## src/rtl/cache_pkg.sv

```systemverilog
// Shared sizes and the controller state encoding for the cache request sequencer.
package cache_pkg;

  localparam int unsigned CACHE_ADDR_INDEX_SIZE = 6;
  localparam int unsigned CACHE_ADDR_TAG_SIZE   = 6;
  localparam int unsigned CACHE_CHANNEL_SIZE    = 3;
  localparam int unsigned CACHE_STAT_SIZE       = 16;

  typedef enum logic [2:0] {
    ST_IDLE      = 3'd0,
    ST_LOOKUP    = 3'd1,
    ST_FILL      = 3'd2,
    ST_LOAD      = 3'd3,
    ST_UPDATE    = 3'd4,
    ST_WRITE_MEM = 3'd5,
    ST_RESP      = 3'd6
  } cache_state_e;

  // States in which a main-memory transfer is outstanding.
  function automatic logic is_mem_state(input cache_state_e s);
    return (s == ST_FILL) || (s == ST_WRITE_MEM);
  endfunction

endpackage

```

## src/rtl/cache_controller_if.sv

```systemverilog
// CPU, tag-memory and main-memory signal bundle of the cache controller.
// master = controller side, slave = CPU / tag memory / main memory side.
interface cache_controller_if #(
  parameter int c_ADDR_INDEX_SIZE = 6,
  parameter int c_ADDR_TAG_SIZE   = 6,
  parameter int c_CHANNEL_SIZE    = 3
) ();

  logic                                       CPU_REQ;
  logic                                       CPU_WE;
  logic [c_ADDR_TAG_SIZE+c_ADDR_INDEX_SIZE-1:0] CPU_ADDR;
  logic                                       CPU_READY;
  logic                                       CPU_HIT;
  logic [c_CHANNEL_SIZE-1:0]                  CPU_CHANNEL;

  logic [c_ADDR_INDEX_SIZE-1:0]               ADDR_INDEX;
  logic [c_ADDR_TAG_SIZE-1:0]                 ADDR_TAG;
  logic                                       SIG_LRU;
  logic                                       SIG_LOAD;
  logic                                       HIT;
  logic [c_CHANNEL_SIZE-1:0]                  CHANNEL;

  logic                                       MEM_REQ;
  logic                                       MEM_WE;
  logic                                       MEM_ACK;

  modport master (
    input  CPU_REQ, CPU_WE, CPU_ADDR, HIT, CHANNEL, MEM_ACK,
    output CPU_READY, CPU_HIT, CPU_CHANNEL, ADDR_INDEX, ADDR_TAG,
           SIG_LRU, SIG_LOAD, MEM_REQ, MEM_WE
  );

  modport slave (
    output CPU_REQ, CPU_WE, CPU_ADDR, HIT, CHANNEL, MEM_ACK,
    input  CPU_READY, CPU_HIT, CPU_CHANNEL, ADDR_INDEX, ADDR_TAG,
           SIG_LRU, SIG_LOAD, MEM_REQ, MEM_WE
  );

endinterface

```

## src/rtl/cache_stat_counter.sv

```systemverilog
// Saturating event counter for the hit/miss statistics.
// Only built when CACHE_CTRL_STATS_EN is defined.
`ifdef CACHE_CTRL_STATS_EN
module cache_stat_counter #(
  parameter int c_STAT_SIZE = 16
) (
  input  logic                   CLK,
  input  logic                   RESET_N,
  input  logic                   inc,
  output logic [c_STAT_SIZE-1:0] count
);

  logic [c_STAT_SIZE-1:0] count_reg;

  // Holds at all-ones once reached instead of wrapping back to zero.
  always_ff @(posedge CLK or negedge RESET_N) begin
    if (!RESET_N) begin
      count_reg <= '0;
    end else if (inc && (count_reg != '1)) begin
      count_reg <= count_reg + c_STAT_SIZE'(1);
    end
  end

  assign count = count_reg;

endmodule
`endif

```

## src/rtl/cache_controller.sv

```systemverilog
// Request sequencer for the set-associative cache: hit/miss resolution, fill and write-through.
// Optional hit/miss statistics counters are built when CACHE_CTRL_STATS_EN is defined.
module cache_controller
  import cache_pkg::*;
#(
  parameter int c_ADDR_INDEX_SIZE = CACHE_ADDR_INDEX_SIZE,
  parameter int c_ADDR_TAG_SIZE   = CACHE_ADDR_TAG_SIZE,
  parameter int c_CHANNEL_SIZE    = CACHE_CHANNEL_SIZE
`ifdef CACHE_CTRL_STATS_EN
  ,
  parameter int c_STAT_SIZE       = CACHE_STAT_SIZE
`endif
) (
  input logic                CLK,
  input logic                RESET_N,
  cache_controller_if.master bus
`ifdef CACHE_CTRL_STATS_EN
  ,
  output logic [c_STAT_SIZE-1:0] HIT_COUNT,
  output logic [c_STAT_SIZE-1:0] MISS_COUNT
`endif
);

  localparam int ADDR_SIZE = c_ADDR_TAG_SIZE + c_ADDR_INDEX_SIZE;

  cache_state_e                 state_reg, state_next;
  logic [c_ADDR_INDEX_SIZE-1:0] index_reg, index_next;
  logic [c_ADDR_TAG_SIZE-1:0]   tag_reg, tag_next;
  logic                         we_reg, we_next;
  logic                         hit_reg, hit_next;
  logic [c_CHANNEL_SIZE-1:0]    chan_reg, chan_next;

  logic                         sig_lru;
  logic                         sig_load;
  logic                         mem_req;
  logic                         mem_we;
  logic                         cpu_ready;
  logic                         cpu_hit;
  logic [c_CHANNEL_SIZE-1:0]    cpu_channel;

  always_ff @(posedge CLK or negedge RESET_N) begin
    if (!RESET_N) begin
      state_reg <= ST_IDLE;
      index_reg <= '0;
      tag_reg   <= '0;
      we_reg    <= 1'b0;
      hit_reg   <= 1'b0;
      chan_reg  <= '0;
    end else begin
      state_reg <= state_next;
      index_reg <= index_next;
      tag_reg   <= tag_next;
      we_reg    <= we_next;
      hit_reg   <= hit_next;
      chan_reg  <= chan_next;
    end
  end

  // Outputs decode from the state register alone, so an asynchronous reset
  // drops MEM_REQ and every strobe without waiting for a clock edge.
  always_comb begin
    state_next  = state_reg;
    index_next  = index_reg;
    tag_next    = tag_reg;
    we_next     = we_reg;
    hit_next    = hit_reg;
    chan_next   = chan_reg;
    sig_lru     = 1'b0;
    sig_load    = 1'b0;
    mem_req     = 1'b0;
    mem_we      = 1'b0;
    cpu_ready   = 1'b0;
    cpu_hit     = 1'b0;
    cpu_channel = '0;

    unique case (state_reg)
      ST_IDLE: begin
        if (bus.CPU_REQ) begin
          we_next    = bus.CPU_WE;
          tag_next   = bus.CPU_ADDR[ADDR_SIZE-1 -: c_ADDR_TAG_SIZE];
          index_next = bus.CPU_ADDR[c_ADDR_INDEX_SIZE-1:0];
          hit_next   = 1'b0;
          chan_next  = '0;
          state_next = ST_LOOKUP;
        end
      end

      ST_LOOKUP: begin
        if (bus.HIT) begin
          hit_next   = 1'b1;
          chan_next  = bus.CHANNEL;
          state_next = ST_UPDATE;
        end else if (we_reg) begin
          state_next = ST_WRITE_MEM;
        end else begin
          state_next = ST_FILL;
        end
      end

      ST_FILL: begin
        mem_req = 1'b1;
        if (bus.MEM_ACK) begin
          state_next = ST_LOAD;
        end
      end

      ST_LOAD: begin
        sig_load   = 1'b1;
        state_next = ST_UPDATE;
      end

      ST_UPDATE: begin
        sig_lru = 1'b1;
        // After a fill the tag memory only now reports the allocated way.
        if (!hit_reg) begin
          chan_next = bus.CHANNEL;
        end
        // Write misses never allocate, so a write here is always a hit.
        state_next = we_reg ? ST_WRITE_MEM : ST_RESP;
      end

      ST_WRITE_MEM: begin
        mem_req = 1'b1;
        mem_we  = 1'b1;
        if (bus.MEM_ACK) begin
          state_next = ST_RESP;
        end
      end

      ST_RESP: begin
        cpu_ready   = 1'b1;
        cpu_hit     = hit_reg;
        cpu_channel = chan_reg;
        state_next  = ST_IDLE;
      end

      default: begin
        state_next = ST_IDLE;
      end
    endcase
  end

  assign bus.ADDR_INDEX  = index_reg;
  assign bus.ADDR_TAG    = tag_reg;
  assign bus.SIG_LRU     = sig_lru;
  assign bus.SIG_LOAD    = sig_load;
  assign bus.MEM_REQ     = mem_req;
  assign bus.MEM_WE      = mem_we;
  assign bus.CPU_READY   = cpu_ready;
  assign bus.CPU_HIT     = cpu_hit;
  assign bus.CPU_CHANNEL = cpu_channel;

`ifdef CACHE_CTRL_STATS_EN
  // Slot 0 counts hits, slot 1 counts misses, both judged in the LOOKUP cycle.
  logic [1:0]             stat_inc;
  logic [c_STAT_SIZE-1:0] stat_count [2];

  assign stat_inc[0] = (state_reg == ST_LOOKUP) &&  bus.HIT;
  assign stat_inc[1] = (state_reg == ST_LOOKUP) && !bus.HIT;

  generate
    for (genvar gi = 0; gi < 2; gi++) begin : g_stat
      cache_stat_counter #(
        .c_STAT_SIZE (c_STAT_SIZE)
      ) u_stat_counter (
        .CLK     (CLK),
        .RESET_N (RESET_N),
        .inc     (stat_inc[gi]),
        .count   (stat_count[gi])
      );
    end
  endgenerate

  assign HIT_COUNT  = stat_count[0];
  assign MISS_COUNT = stat_count[1];
`endif

endmodule
```

## src/flat_wrapper.sv

```systemverilog
// flat-port wrapper written by rule: the top's interface ports become plain ports
module cache_controller_flat import cache_pkg::*;
#(
  parameter int c_ADDR_INDEX_SIZE = CACHE_ADDR_INDEX_SIZE,
  parameter int c_ADDR_TAG_SIZE   = CACHE_ADDR_TAG_SIZE,
  parameter int c_CHANNEL_SIZE    = CACHE_CHANNEL_SIZE

)
  (CLK, RESET_N, bus_CPU_REQ, bus_CPU_WE, bus_CPU_ADDR, bus_HIT, bus_CHANNEL, bus_MEM_ACK, bus_CPU_READY, bus_CPU_HIT, bus_CPU_CHANNEL, bus_ADDR_INDEX, bus_ADDR_TAG, bus_SIG_LRU, bus_SIG_LOAD, bus_MEM_REQ, bus_MEM_WE);
  cache_controller_if #(.c_ADDR_INDEX_SIZE(c_ADDR_INDEX_SIZE), .c_ADDR_TAG_SIZE(c_ADDR_TAG_SIZE), .c_CHANNEL_SIZE(c_CHANNEL_SIZE)) bus_i ();
  input logic CLK;
  input logic RESET_N;
  input wire logic [$bits(bus_i.CPU_REQ)-1:0] bus_CPU_REQ;
  input wire logic [$bits(bus_i.CPU_WE)-1:0] bus_CPU_WE;
  input wire logic [$bits(bus_i.CPU_ADDR)-1:0] bus_CPU_ADDR;
  input wire logic [$bits(bus_i.HIT)-1:0] bus_HIT;
  input wire logic [$bits(bus_i.CHANNEL)-1:0] bus_CHANNEL;
  input wire logic [$bits(bus_i.MEM_ACK)-1:0] bus_MEM_ACK;
  output wire logic [$bits(bus_i.CPU_READY)-1:0] bus_CPU_READY;
  output wire logic [$bits(bus_i.CPU_HIT)-1:0] bus_CPU_HIT;
  output wire logic [$bits(bus_i.CPU_CHANNEL)-1:0] bus_CPU_CHANNEL;
  output wire logic [$bits(bus_i.ADDR_INDEX)-1:0] bus_ADDR_INDEX;
  output wire logic [$bits(bus_i.ADDR_TAG)-1:0] bus_ADDR_TAG;
  output wire logic [$bits(bus_i.SIG_LRU)-1:0] bus_SIG_LRU;
  output wire logic [$bits(bus_i.SIG_LOAD)-1:0] bus_SIG_LOAD;
  output wire logic [$bits(bus_i.MEM_REQ)-1:0] bus_MEM_REQ;
  output wire logic [$bits(bus_i.MEM_WE)-1:0] bus_MEM_WE;
  assign bus_i.CPU_REQ = bus_CPU_REQ;
  assign bus_i.CPU_WE = bus_CPU_WE;
  assign bus_i.CPU_ADDR = bus_CPU_ADDR;
  assign bus_i.HIT = bus_HIT;
  assign bus_i.CHANNEL = bus_CHANNEL;
  assign bus_i.MEM_ACK = bus_MEM_ACK;
  assign bus_CPU_READY = bus_i.CPU_READY;
  assign bus_CPU_HIT = bus_i.CPU_HIT;
  assign bus_CPU_CHANNEL = bus_i.CPU_CHANNEL;
  assign bus_ADDR_INDEX = bus_i.ADDR_INDEX;
  assign bus_ADDR_TAG = bus_i.ADDR_TAG;
  assign bus_SIG_LRU = bus_i.SIG_LRU;
  assign bus_SIG_LOAD = bus_i.SIG_LOAD;
  assign bus_MEM_REQ = bus_i.MEM_REQ;
  assign bus_MEM_WE = bus_i.MEM_WE;
  cache_controller #(.c_ADDR_INDEX_SIZE(c_ADDR_INDEX_SIZE), .c_ADDR_TAG_SIZE(c_ADDR_TAG_SIZE), .c_CHANNEL_SIZE(c_CHANNEL_SIZE)) u_core (.CLK(CLK), .RESET_N(RESET_N), .bus(bus_i));
endmodule
```

## config.mk

```make
export PLATFORM = sky130hd
export DESIGN_NAME = cache_controller_flat
export DESIGN_NICKNAME = d
export VERILOG_FILES = /design/src/rtl/cache_pkg.sv /design/src/rtl/cache_controller_if.sv /design/src/rtl/cache_stat_counter.sv /design/src/rtl/cache_controller.sv /design/src/flat_wrapper.sv
export SDC_FILE = /design/constraint.sdc
export NUM_CORES = 1
export LEC_CHECK = 0
export ABC_CLOCK_PERIOD_IN_PS = 3000
export BUFFER_PORTS_ARGS = -buffer_cell sky130_fd_sc_hd__buf_4
export CAP_MARGIN = 20
export CELL_PAD_IN_SITES_DETAIL_PLACEMENT = 1
export CELL_PAD_IN_SITES_GLOBAL_PLACEMENT = 2
export CORE_MARGIN = 4
export CORE_UTILIZATION = 30
export CTS_CLUSTER_DIAMETER = 200
export DETAILED_ROUTE_END_ITERATION = 10
export PLACE_DENSITY = 0.78
export SYNTH_ARGS = -nofsm -noshare
export SYNTH_HDL_FRONTEND = slang
export SYNTH_SLANG_ARGS = --single-unit
```

## constraint.sdc

```tcl
create_clock -name CLK -period 3 [get_ports CLK]
set_input_delay 0.15 -clock CLK [delete_from_list [all_inputs] [get_ports CLK]]
set_output_delay 0.15 -clock CLK [all_outputs]
set_load 0.02 [all_outputs]
```

Yosys cells after proc, flatten, opt, wreduce, memory -nomap -nowiden
Index checks and enable logic that the tools add are counted.
- eq/ne operators: 11
- muxes and demuxes: 21
- reduce and logical (&&, ||, !) cells: 8
- operators with widths (cell ; count):
    3-bit two-way mux ; 9
    3-bit case mux with 6 select lines ; 1
    2-bit inequality test, second input constant ; 5
    3-bit == test, second input constant ; 3
    3-bit case mux with 3 select lines ; 1
    1-bit two-way mux ; 8
    3-bit by 2-bit == test with 1-bit output, second input constant ; 2
    3-bit AND reduction ; 2
    4-bit AND reduction ; 1
    3-bit by 1-bit == test with 1-bit output, second input constant ; 1
    3-bit zero test ; 1
    3-bit nonzero test ; 1
    2-bit two-way mux ; 1
    1-bit case mux with 2 select lines ; 1
    2-bit AND reduction ; 1
    2-bit nonzero test ; 1
    2-bit OR reduction ; 1
- bits in registers: 20
- input bits: 21
- output and inout port bits: 21
- word-level logic and storage cells: 46

Longest topological paths before layout
Gate-level depths: netlist of run 1.
- word-level depth: 3
- mapped depth: 4
- gate-level depth less buffers: 3

Least setup slack after synthesis of run 1
No wires, ideal clock.
- path kind: register to register
- from: register u_core.state_reg[2]
- to: register u_core.index_reg[0], in the netlist u_core.bus.ADDR_INDEX[0]
- library setup time: 0.125 ns
- arrival: 1.288 ns
- required time: 2.875 ns
- setup slack: 1.587 ns
- stages on the path, launching flop included: 4
- path buffers: 1
- clock period less this slack: 1.413 ns
- cell sequence: dfrtp_1 nor4_4 buf_4 mux2_2
- longest elaborated chain between the ends: 2
- RTL lines (what ; RTL line ; RTL):
    start, declared ; cache_controller.sv:26 ; cache_state_e state_reg, state_next;
    start signal, assigned ; cache_controller.sv:50 ; state_reg <= state_next;
    3-bit zero test ; cache_controller.sv:76 ; unique case (state_reg)
    2-bit AND reduction (no line) ; n/a ;
    end signal, assigned ; cache_controller.sv:51 ; index_reg <= index_next;
    end, declared ; cache_controller.sv:27 ; logic [c_ADDR_INDEX_SIZE-1:0] index_reg, index_next;
No other way between the ends.
A chain may end at the register's enable or synchronous reset.

Final worst setup path of run 1
- from: register u_core.state_reg[0]
- to: register u_core.tag_reg[2], in the netlist u_core.bus.ADDR_TAG[2]
- longest elaborated chain between the ends: 2
- RTL lines (what ; RTL line ; RTL):
    3-bit zero test ; cache_controller.sv:76 ;
    2-bit AND reduction (no line) ; n/a ;
    end signal, assigned ; cache_controller.sv:52 ; tag_reg <= tag_next;
    end, declared ; cache_controller.sv:28 ; logic [c_ADDR_TAG_SIZE-1:0] tag_reg, tag_next;
No other way between the ends.

==> impl_metrics.py, run 1 <==
metrics = {
    "run_status": {
        "status": "finished clean",
    },
    "timing": {
        "fin_skew_ns": 0.00232,
        "period_needed_ns": 1.88,
        "grt_setup_unrepaired": "no",
        "max_slew_margin_pct": 43.0,
        "worst_slew_pin_slew_ns": 0.849,
        "setup_violations": 0,
        "fin_crit_sh_pct": 62.5,
        "finalHoldViolations": 0,
        "drv_slew": 0,
        "finalSetupTns_ns": 0,
        "fmax_ghz": 0.533,
    },
    "floorplan": {
        "fp.dieH_um": 64.1,
        "io_pins": 42,
        "die_area_um2": 4110,
        "dieWidth_um": 64.1,
        "fp.coreArea_um2": 3030,
        "rows": 20,
        "initial_utilization_pct": 31.2,
    },
    "synth": {
        "syn_area_per_cell_um2": 12.8,
        "synth_ff_type": "dfrtp_1",
        "yosysWarnings": 0,
        "synth_common_cells": "dfrtp_1, mux2_2, and2_1",
        "synth_nets": 95,
        "ys_ff_latch": 20,
        "synth_top_area_share_pct": 53.0,
        "synth_most_common_cell": "dfrtp_1",
        "yosys.cell_types.count": 26,
        "netlist_area_um2": 945,
        "synthArstFlopShare_pct": 100,
        "synth_area_leader_cell": "dfrtp_1",
        "synthTopCellsByArea": "dfrtp_1, mux2_2, and2_1, a32o_1, nor4_4",
        "synth-edff-count": 0,
        "synth-seq-area-share_pct": 53.0,
        "synth_cells": 74,
    },
    "clock_tree": {
        "clk_latency_ns": 0.29,
        "cts.reportedPaths.clkPinSlew_ns": 0.11,
        "htree_levels": 1,
        "cts_sinks": 20,
        "root_buffer": "clkbuf_4",
        "cts_tree": "built",
        "cts_buffers": 3,
        "clk_path_buf_depth": 2,
        "postCtsSetupBuffers": 0,
    },
    "job": {
        "max_cap_violations": 0,
    },
    "critical_path": {
        "r2r_end": "u_core.bus.ADDR_TAG[2]$_DFFE_PN0P_",
        "start_kind": "flip-flop",
        "arrival_ns": 2.07,
        "max_stage_delay_ns": 0.78,
        "critPathRequiredTime_ns": 3.19,
        "r2r_cells": 2,
        "crit_slowest_cell": "nor4_4",
        "crit_fanout": 17,
        "critPathKind": "flip-flop to flip-flop",
        "critPathLaunch": "u_core.state_reg[0]$_DFFE_PN0P_",
        "endpoint": "u_core.bus.ADDR_TAG[2]$_DFFE_PN0P_",
        "end_kind": "flip-flop",
        "rrSetupSlack_ns": 1.12,
        "worstPathCellList": "nor4_4 -> mux2_2",
        "rr_startpoint": "u_core.state_reg[0]$_DFFE_PN0P_",
    },
    "route": {
        "drc": 0,
        "wl_per_cell_um": 13.4,
        "drt_wl_total_um": 2140,
        "final_antenna_net_count": 0,
        "drtPass1Iterations": 4,
        "vias": 754,
        "drtIter0Drc": 26,
        "vias_per_cell": 4.71,
    },
    "cells_and_area": {
        "fin_nets": 138,
        "antennaDiodeCount": 0,
        "fillers": 333,
        "area_delta_synth_final_pct": 42.6,
        "fin_area_um2": 1350,
        "drive_gt1_share_pct": 53.4,
        "fin_util_pct": 44.5,
    },
    "grt": {
        "antenna_found_initial": 0,
        "grt_pass1_wl_um": 3550,
        "grt_pass1_vias": 744,
        "grt_util_all_layers_pct": 11.1,
        "grt_max_degree": 21,
        "grt_overflow": 0,
    },
    "placed_design": {
        "placed_area_um2": 1280,
        "gp_congestion": 0.705,
        "io_buffers": 41,
    },
    "pwr": {
        "ir_drop_mv": 0.508,
        "p_leak_uw": 0.000634,
        "cellPowerDensity_nw_per_um2": 1060,
    },
    "hold_path": {
        "min_path_type": "input pin to flip-flop",
    },
}
==> per-stage QoR <==
step | total power (uW) | cells | hold WS [ns] | setup slack [ns]
6_report | 1440 | 160 | 0.0718 | 1.12
5_1_grt | 1540 | 160 | 0.0457 | 0.998
4_1_cts | 1460 | 160 | 0.0624 | 1.11
3_5_place_dp | 1240 | 155 | 0.0413 | 1.12
3_3_place_gp | 1220 | 155 | 0.0435 | 1.16
2_1_floorplan | 969 | 74 | -0.146 | 1.59
==> power breakdown <==
part	internal [uW]	switching [uW]
registers	401	132
clock network	135	81.4
logic	359	326
total	895	540
==> critical path, delay by kind of cell, from the launching register on <==
kind	cells	cell delay (ns)
AND/OR/NAND/NOR	1	0.78
flip-flops	1	0.58
multiplexers	1	0.41
==> timing repair <==
item,CTS,global route
gates resized for setup,0,0
hold buffers,1,0
endpoints found under the hold margin,20,0
==> how the worst min path moves through the flow <==
stage / from / endpoint / slack, ns / cells past startpoint
2_1_floorplan: RESET_N / u_core.bus.ADDR_INDEX[0]$_DFFE_PN0P_ / -0.15 / 0
3_3_place_gp: RESET_N / u_core.bus.ADDR_INDEX[0]$_DFFE_PN0P_ / 0.04 / 1
3_5_place_dp: RESET_N / u_core.bus.ADDR_INDEX[0]$_DFFE_PN0P_ / 0.04 / 1
4_1_cts: bus_CPU_ADDR[11] / u_core.bus.ADDR_TAG[5]$_DFFE_PN0P_ / 0.06 / 2
5_1_grt: bus_CPU_ADDR[1] / u_core.bus.ADDR_INDEX[1]$_DFFE_PN0P_ / 0.05 / 2
6_report: bus_CHANNEL[1] / u_core.chan_reg[1]$_DFFE_PN0P_ / 0.07 / 2
==> kinds of logic after synthesis <==
logic type / share of synthesized area (%)
and+or+nand+nor: 18.1
DFF: 53.0
muxes: 16.7
AOI/OAI and AO/OA: 9.40
buffers and inverters: 2.78
==> area by class of cell <==
cell class | instances | area (um2) | area share [%]
repair buffers | 42 | 318 | 23.6
clock buffers | 3 | 22.5 | 1.67
well taps | 44 | 55.1 | 4.09
inverters | 1 | 3.75 | 0.279
multi-input cells | 49 | 418 | 31.0
clock inverters | 1 | 30.0 | 2.23
flip-flops and latches | 20 | 500 | 37.1
==> metal layers <==
| layer | GRT usage (%) | part of all wire (%) | up-vias |
|---|---|---|---|
| li1 | - | - | 356 |
| met1 | 13.4 | 43 | 378 |
| met2 | 17.7 | 51 | 18 |
| met3 | 3.51 | 5.1 | 2 |
| met4 | 5.54 | 1.4 | 0 |
| met5 | 0 | 0 | - |
==> placed cells by master, fill, tap and decap left out, types with 2 or more instances in the layout <==
| cell | Yosys | final |
|---|---|---|
| and2_1 | 5 | 5 |
| mux2_2 | 14 | 14 |
| nand2_1 | 4 | 4 |
| a32o_1 | 3 | 3 |
| buf_4 | 1 | 41 |
| clkbuf_4 | 0 | 3 |
| dfrtp_1 | 20 | 20 |
| and3b_1 | 2 | 2 |
| nor2_1 | 4 | 4 |
| nand2b_1 | 2 | 2 |
Power figures use the tool's default switching activity.
==> inputs of run 2 (changes only) <==
- ABC_CLOCK_PERIOD_IN_PS: 3000 -> 1700
- CORE_UTILIZATION: 30 -> 25
- PLACE_DENSITY: 0.78 -> 0.69
- clock period: 3 -> 1.7 ns (I/O delays scaled with it)
==> impl_metrics.py, run 2 (synthesized netlist as in run 1, its figures left out) <==
metrics = {
    "clock_tree": {
        "cts_tree": "built",
        "root_buffer": "clkbuf_8",
        "htree_levels": 1,
        "cts_buffers": 3,
        "cts_sinks": 20,
        "cts.reportedPaths.clkPinSlew_ns": 0.08,
        "clk_path_buf_depth": 2,
        "clk_latency_ns": 0.26,
    },
    "route": {
        "vias": 790,
        "drtPass1Iterations": 4,
        "wl_per_cell_um": 14.1,
        "drt_wl_total_um": 2420,
        "final_antenna_net_count": 0,
        "drtIter0Drc": 29,
        "vias_per_cell": 4.62,
        "drc": 0,
    },
    "cells_and_area": {
        "fin_util_pct": 38.9,
        "final_cell_mix": "buf_4, dfrtp_1, mux2_2",
        "mostFrequentLayoutCell": "buf_4",
        "antennaDiodeCount": 0,
        "fillers": 409,
        "drive_gt1_share_pct": 57.7,
        "fin_cells": 171,
        "area_delta_synth_final_pct": 50.6,
        "fin_nets": 145,
    },
    "floorplan": {
        "initial_utilization_pct": 25.8,
        "die_area_um2": 4830,
        "dieWidth_um": 69.5,
        "rows": 22,
        "fp.coreArea_um2": 3660,
        "fp.dieH_um": 69.5,
        "io_pins": 42,
    },
    "grt": {
        "grt_util_all_layers_pct": 10.7,
        "grt_max_degree": 21,
        "grt_pass1_wl_um": 4250,
        "antenna_found_initial": 0,
        "grt_overflow": 0,
        "grt_pass1_vias": 896,
    },
    "timing": {
        "finalSetupTns_ns": 0,
        "period_needed_ns": 1.61,
        "grt_setup_unrepaired": "no",
        "setup_slack_ns": 0.0895,
        "fin_skew_ns": 0.00241,
        "max_slew_margin_pct": 75.9,
        "fin_crit_sh_pct": 94.7,
        "drv_slew": 0,
        "worst_slew_pin_slew_ns": 0.361,
        "setup_violations": 0,
        "finalHoldViolations": 0,
        "fmax_ghz": 0.621,
    },
    "placed_design": {
        "place_hpwl_um": 1880,
        "dp_slack_ns": 0.172,
        "gp_congestion": 0.719,
        "dp_cells": 162,
        "io_buffers": 41,
    },
    "pwr": {
        "pwr-share-comb_pct": 51.1,
        "p_leak_uw": 0.000671,
        "ir_drop_mv": 0.818,
        "p_int_uw": 1660,
        "p_total_uw": 2670,
        "cellPowerDensity_nw_per_um2": 1880,
        "power_switching_uw": 1020,
        "pwr-share-clk_pct": 13.7,
        "switching_share_pct": 38.0,
        "p_seq_share_pct": 35.1,
    },
    "critical_path": {
        "arrival_ns": 1.53,
        "critPathRequiredTime_ns": 1.62,
        "end_kind": "primary output",
        "start_kind": "flip-flop",
        "crit_fanout": 12,
        "critPathKind": "flip-flop to primary output",
    },
    "run_status": {
        "status": "finished clean",
    },
    "hold_path": {
        "min_path_type": "input pin to flip-flop",
    },
    "job": {
        "max_cap_violations": 0,
    },
}
run 2: cell types whose count changed in the layout (fill, tap and decap cells not counted):
cell,delta
buf_4,+6
bufinv_16,-1
buf_12,+1
clkbuf_8,+4
clkbuf_4,-3
dfrtp_2,+2
dfrtp_1,-2
run 2: metrics by stage:
| stage | hold WS [ns] | cell area (um2) |
|---|---|---|
| after floorplan | -0.211 | 945 |
| after global placement | -0.0181 | 1330 |
| after detailed placement | -0.0203 | 1330 |
| after CTS | 0.0418 | 1390 |
| after global routing | 0.0371 | 1420 |
| final | 0.0484 | 1420 |
run 2: area by class of cell:
class / instances / area (um2) / area share [%]
Tap cell: 48 / 60.1 / 4.22
Multi-Input combinational cell: 49 / 418 / 29.4
Inverter: 1 / 3.75 / 0.264
Timing Repair Buffer: 49 / 383 / 26.9
Clock buffer: 4 / 55.1 / 3.87
Sequential cell: 20 / 503 / 35.4
run 2: power groups by stage:
stage	combinational (uW)	clock, uW	sequential, uW
after detailed placement	1340	0	930
after global routing	1490	398	992
after floorplan	667	0	1040
after CTS	1340	382	931
final	1370	367	939
after global placement	1300	0	923
run 2: path summary, 6_finish.rpt:
check	depth (start not counted)	from	slack (ns)	end
max	3	u_core.state_reg[2]$_DFFE_PN0P_	0.09	bus_MEM_REQ
min	2	bus_CHANNEL[1]	0.05	u_core.chan_reg[1]$_DFFE_PN0P_
max reg2reg	3	u_core.state_reg[0]$_DFFE_PN0P_	0.10	u_core.chan_reg[0]$_DFFE_PN0P_
min reg2reg	1	u_core.bus.ADDR_INDEX[4]$_DFFE_PN0P_	0.51	u_core.bus.ADDR_INDEX[4]$_DFFE_PN0P_
max in group asynchronous	2	RESET_N	1.25	u_core.state_reg[0]$_DFFE_PN0P_
min in group asynchronous	2	RESET_N	0.23	u_core.bus.ADDR_TAG[0]$_DFFE_PN0P_
run 2: layer usage:
metal | track usage [%] | routed length [um] | up-vias
li1 | - | - | 368
met1 | 12.7 | 966 | 390
met2 | 17.8 | 1220 | 32
met3 | 4.20 | 230 | 0
met4 | 3.25 | 0 | 0
met5 | 0 | 0 | -
run 2: critical path, cell delays in order, from the launching register on:
cell      delay (ns)
dfrtp_1         0.51
or3b_2          0.53
nand2b_1        0.09
buf_4           0.14
run 2: timing repair:
item	CTS	global route
resized for setup	2	0
setup buffers	0	5
hold endpoints to repair	20	0
hold buffers	1	0
setup endpoints to repair	1	1
==> inputs of run 3 (changes only) <==
- CELL_PAD_IN_SITES_DETAIL_PLACEMENT: 1 -> unset
- CELL_PAD_IN_SITES_GLOBAL_PLACEMENT: 2 -> unset
- CORE_UTILIZATION: 25 -> 41
- PLACE_DENSITY: 0.69 -> 0.7
==> impl_metrics.py, run 3 (synthesized netlist as in run 1, its figures left out) <==
metrics = {
    "timing": {
        "grt_setup_unrepaired": "no",
        "max_slew_margin_pct": 81.8,
        "period_needed_ns": 1.61,
        "finalHoldViolations": 0,
        "fmax_ghz": 0.622,
        "fin_crit_sh_pct": 94.6,
        "worst_slew_pin_slew_ns": 0.270,
        "finalSetupTns_ns": 0,
        "setup_violations": 0,
        "fin_skew_ns": 0.00315,
        "drv_slew": 0,
    },
    "placed_design": {
        "place_hpwl_um": 1580,
        "io_buffers": 41,
        "gp_congestion": 0.764,
    },
    "grt": {
        "antenna_found_initial": 0,
        "grt_max_degree": 21,
        "grt_util_all_layers_pct": 13.1,
        "grt_pass1_vias": 758,
        "grt_pass1_wl_um": 3380,
        "grt_overflow": 0,
    },
    "pwr": {
        "pwr-share-comb_pct": 54.9,
        "p_seq_share_pct": 34.4,
        "switching_share_pct": 38.1,
        "p_int_uw": 1570,
        "ir_drop_mv": 1.03,
        "pwr-share-clk_pct": 10.7,
        "p_total_uw": 2530,
        "cellPowerDensity_nw_per_um2": 1760,
        "p_leak_uw": 0.000692,
        "power_switching_uw": 964,
    },
    "route": {
        "vias": 768,
        "drtPass1Iterations": 4,
        "wl_per_cell_um": 13.0,
        "wl_met2_um": 1050,
        "drc": 0,
        "wl_met1_um": 841,
        "dr.max_layer_used": "met4",
        "dr_wl_met3_um": 126,
        "drtIter0Drc": 17,
        "drt_wl_total_um": 2060,
        "final_antenna_net_count": 0,
        "vias_per_cell": 4.86,
    },
    "run_status": {
        "status": "finished clean",
    },
    "floorplan": {
        "rows": 17,
        "fp.dieH_um": 56,
        "die_area_um2": 3140,
        "initial_utilization_pct": 42.7,
        "io_pins": 42,
        "fp.coreArea_um2": 2210,
        "dieWidth_um": 56,
    },
    "cells_and_area": {
        "drive_gt1_share_pct": 52.3,
        "fillers": 184,
        "mostFrequentLayoutCell": "buf_4",
        "final_cell_mix": "buf_4, dfrtp_1, mux2_2",
        "antennaDiodeCount": 0,
        "fin_nets": 152,
        "area_delta_synth_final_pct": 52.5,
    },
    "critical_path": {
        "r2r_end": "u_core.bus.ADDR_INDEX[0]$_DFFE_PN0P_",
        "end_kind": "primary output",
        "r2r_cells": 4,
        "arrival_ns": 1.52,
        "critPathLaunch": "u_core.state_reg[0]$_DFFE_PN0P_",
        "rrSetupSlack_ns": 0.23,
        "rr_startpoint": "u_core.state_reg[1]$_DFFE_PN0P_",
        "endpoint": "bus_MEM_REQ",
        "critPathKind": "flip-flop to primary output",
        "crit_fanout": 13,
        "critPathRequiredTime_ns": 1.62,
        "start_kind": "flip-flop",
    },
    "clock_tree": {
        "htree_levels": 1,
        "cts_tree": "built",
        "clk_latency_ns": 0.30,
        "cts_sinks": 20,
        "cts_buffers": 3,
        "cts.reportedPaths.clkPinSlew_ns": 0.11,
        "clk_path_buf_depth": 2,
        "root_buffer": "clkbuf_4",
    },
    "job": {
        "max_cap_violations": 0,
    },
    "hold_path": {
        "min_path_type": "input pin to flip-flop",
    },
}
-- run 3: cell types whose count changed in the layout (fill, tap and decap cells not counted), sizes merged --
cell,before,now
dlygate4sd3,1,9
buf,48,47
-- run 3: cell type report --
class / instances / area (um2) / area share (%)
well taps: 28 / 35.0 / 2.43
multi-input cells: 49 / 418 / 29.0
inverters: 1 / 3.75 / 0.261
repair buffers: 56 / 447 / 31.0
flip-flops and latches: 20 / 500 / 34.8
clock buffers: 4 / 36.3 / 2.52
-- run 3: worst min path at each step --
stage | cells past startpoint | to | slack, ns | from
finish | 2 | u_core.chan_reg[1]$_DFFE_PN0P_ | 0.005 | bus_CHANNEL[1]
global route | 2 | u_core.bus.ADDR_TAG[1]$_DFFE_PN0P_ | 0.003 | bus_CPU_ADDR[7]
detailed placement | 1 | u_core.hit_reg$_DFFE_PN0P_ | -0.03 | RESET_N
floorplan | 0 | u_core.bus.ADDR_INDEX[0]$_DFFE_PN0P_ | -0.21 | RESET_N
global placement | 1 | u_core.hit_reg$_DFFE_PN0P_ | -0.03 | RESET_N
CTS | 2 | u_core.chan_reg[1]$_DFFE_PN0P_ | 0.001 | bus_CHANNEL[1]
-- run 3: power by group through the flow --
stage          logic, uW  clock network (uW)  registers, uW
6_report            1390                 271            872
5_1_grt             1510                 308            908
4_1_cts             1390                 283            872
3_5_place_dp        1330                   0            903
3_3_place_gp        1310                   0            888
2_1_floorplan        667                   0           1040
-- run 3: worst max-delay path, stage by stage (launching register included) --
cell      delay (ns)
dfrtp_1         0.41
buf_6           0.15
or3b_2          0.45
nand2b_1        0.08
buf_4           0.14
-- run 3: per-layer routing --
metal / vias up / GRT usage (%)
li1: 383 / -
met3: 4 / 3.48
met4: 0 / 3.05
met2: 25 / 22.7
met1: 356 / 16.1
met5: - / 0
-- run 3: timing repair --
action | 4_1_cts | 5_1_grt
hold buffers | 2 | 7
endpoints found under the hold margin | 21 | 7
setup endpoints to repair | 1 | 1
resized for setup | 0 | 1
buffers inserted | 2 | 0
-- run 3: through the flow --
step	setup WS (ns)	area (um2)	std cells	util (%)	hold WS, ns
after floorplan	0.287	945	74	-	-0.211
after global placement	0.275	1290	143	58.5	-0.0264
after detailed placement	0.235	1290	143	58.5	-0.0258
after CTS	0.0450	1370	151	61.8	0.00147
after global routing	0.0186	1440	158	65.1	0.00256
final	0.0925	1440	158	65.1	0.00470
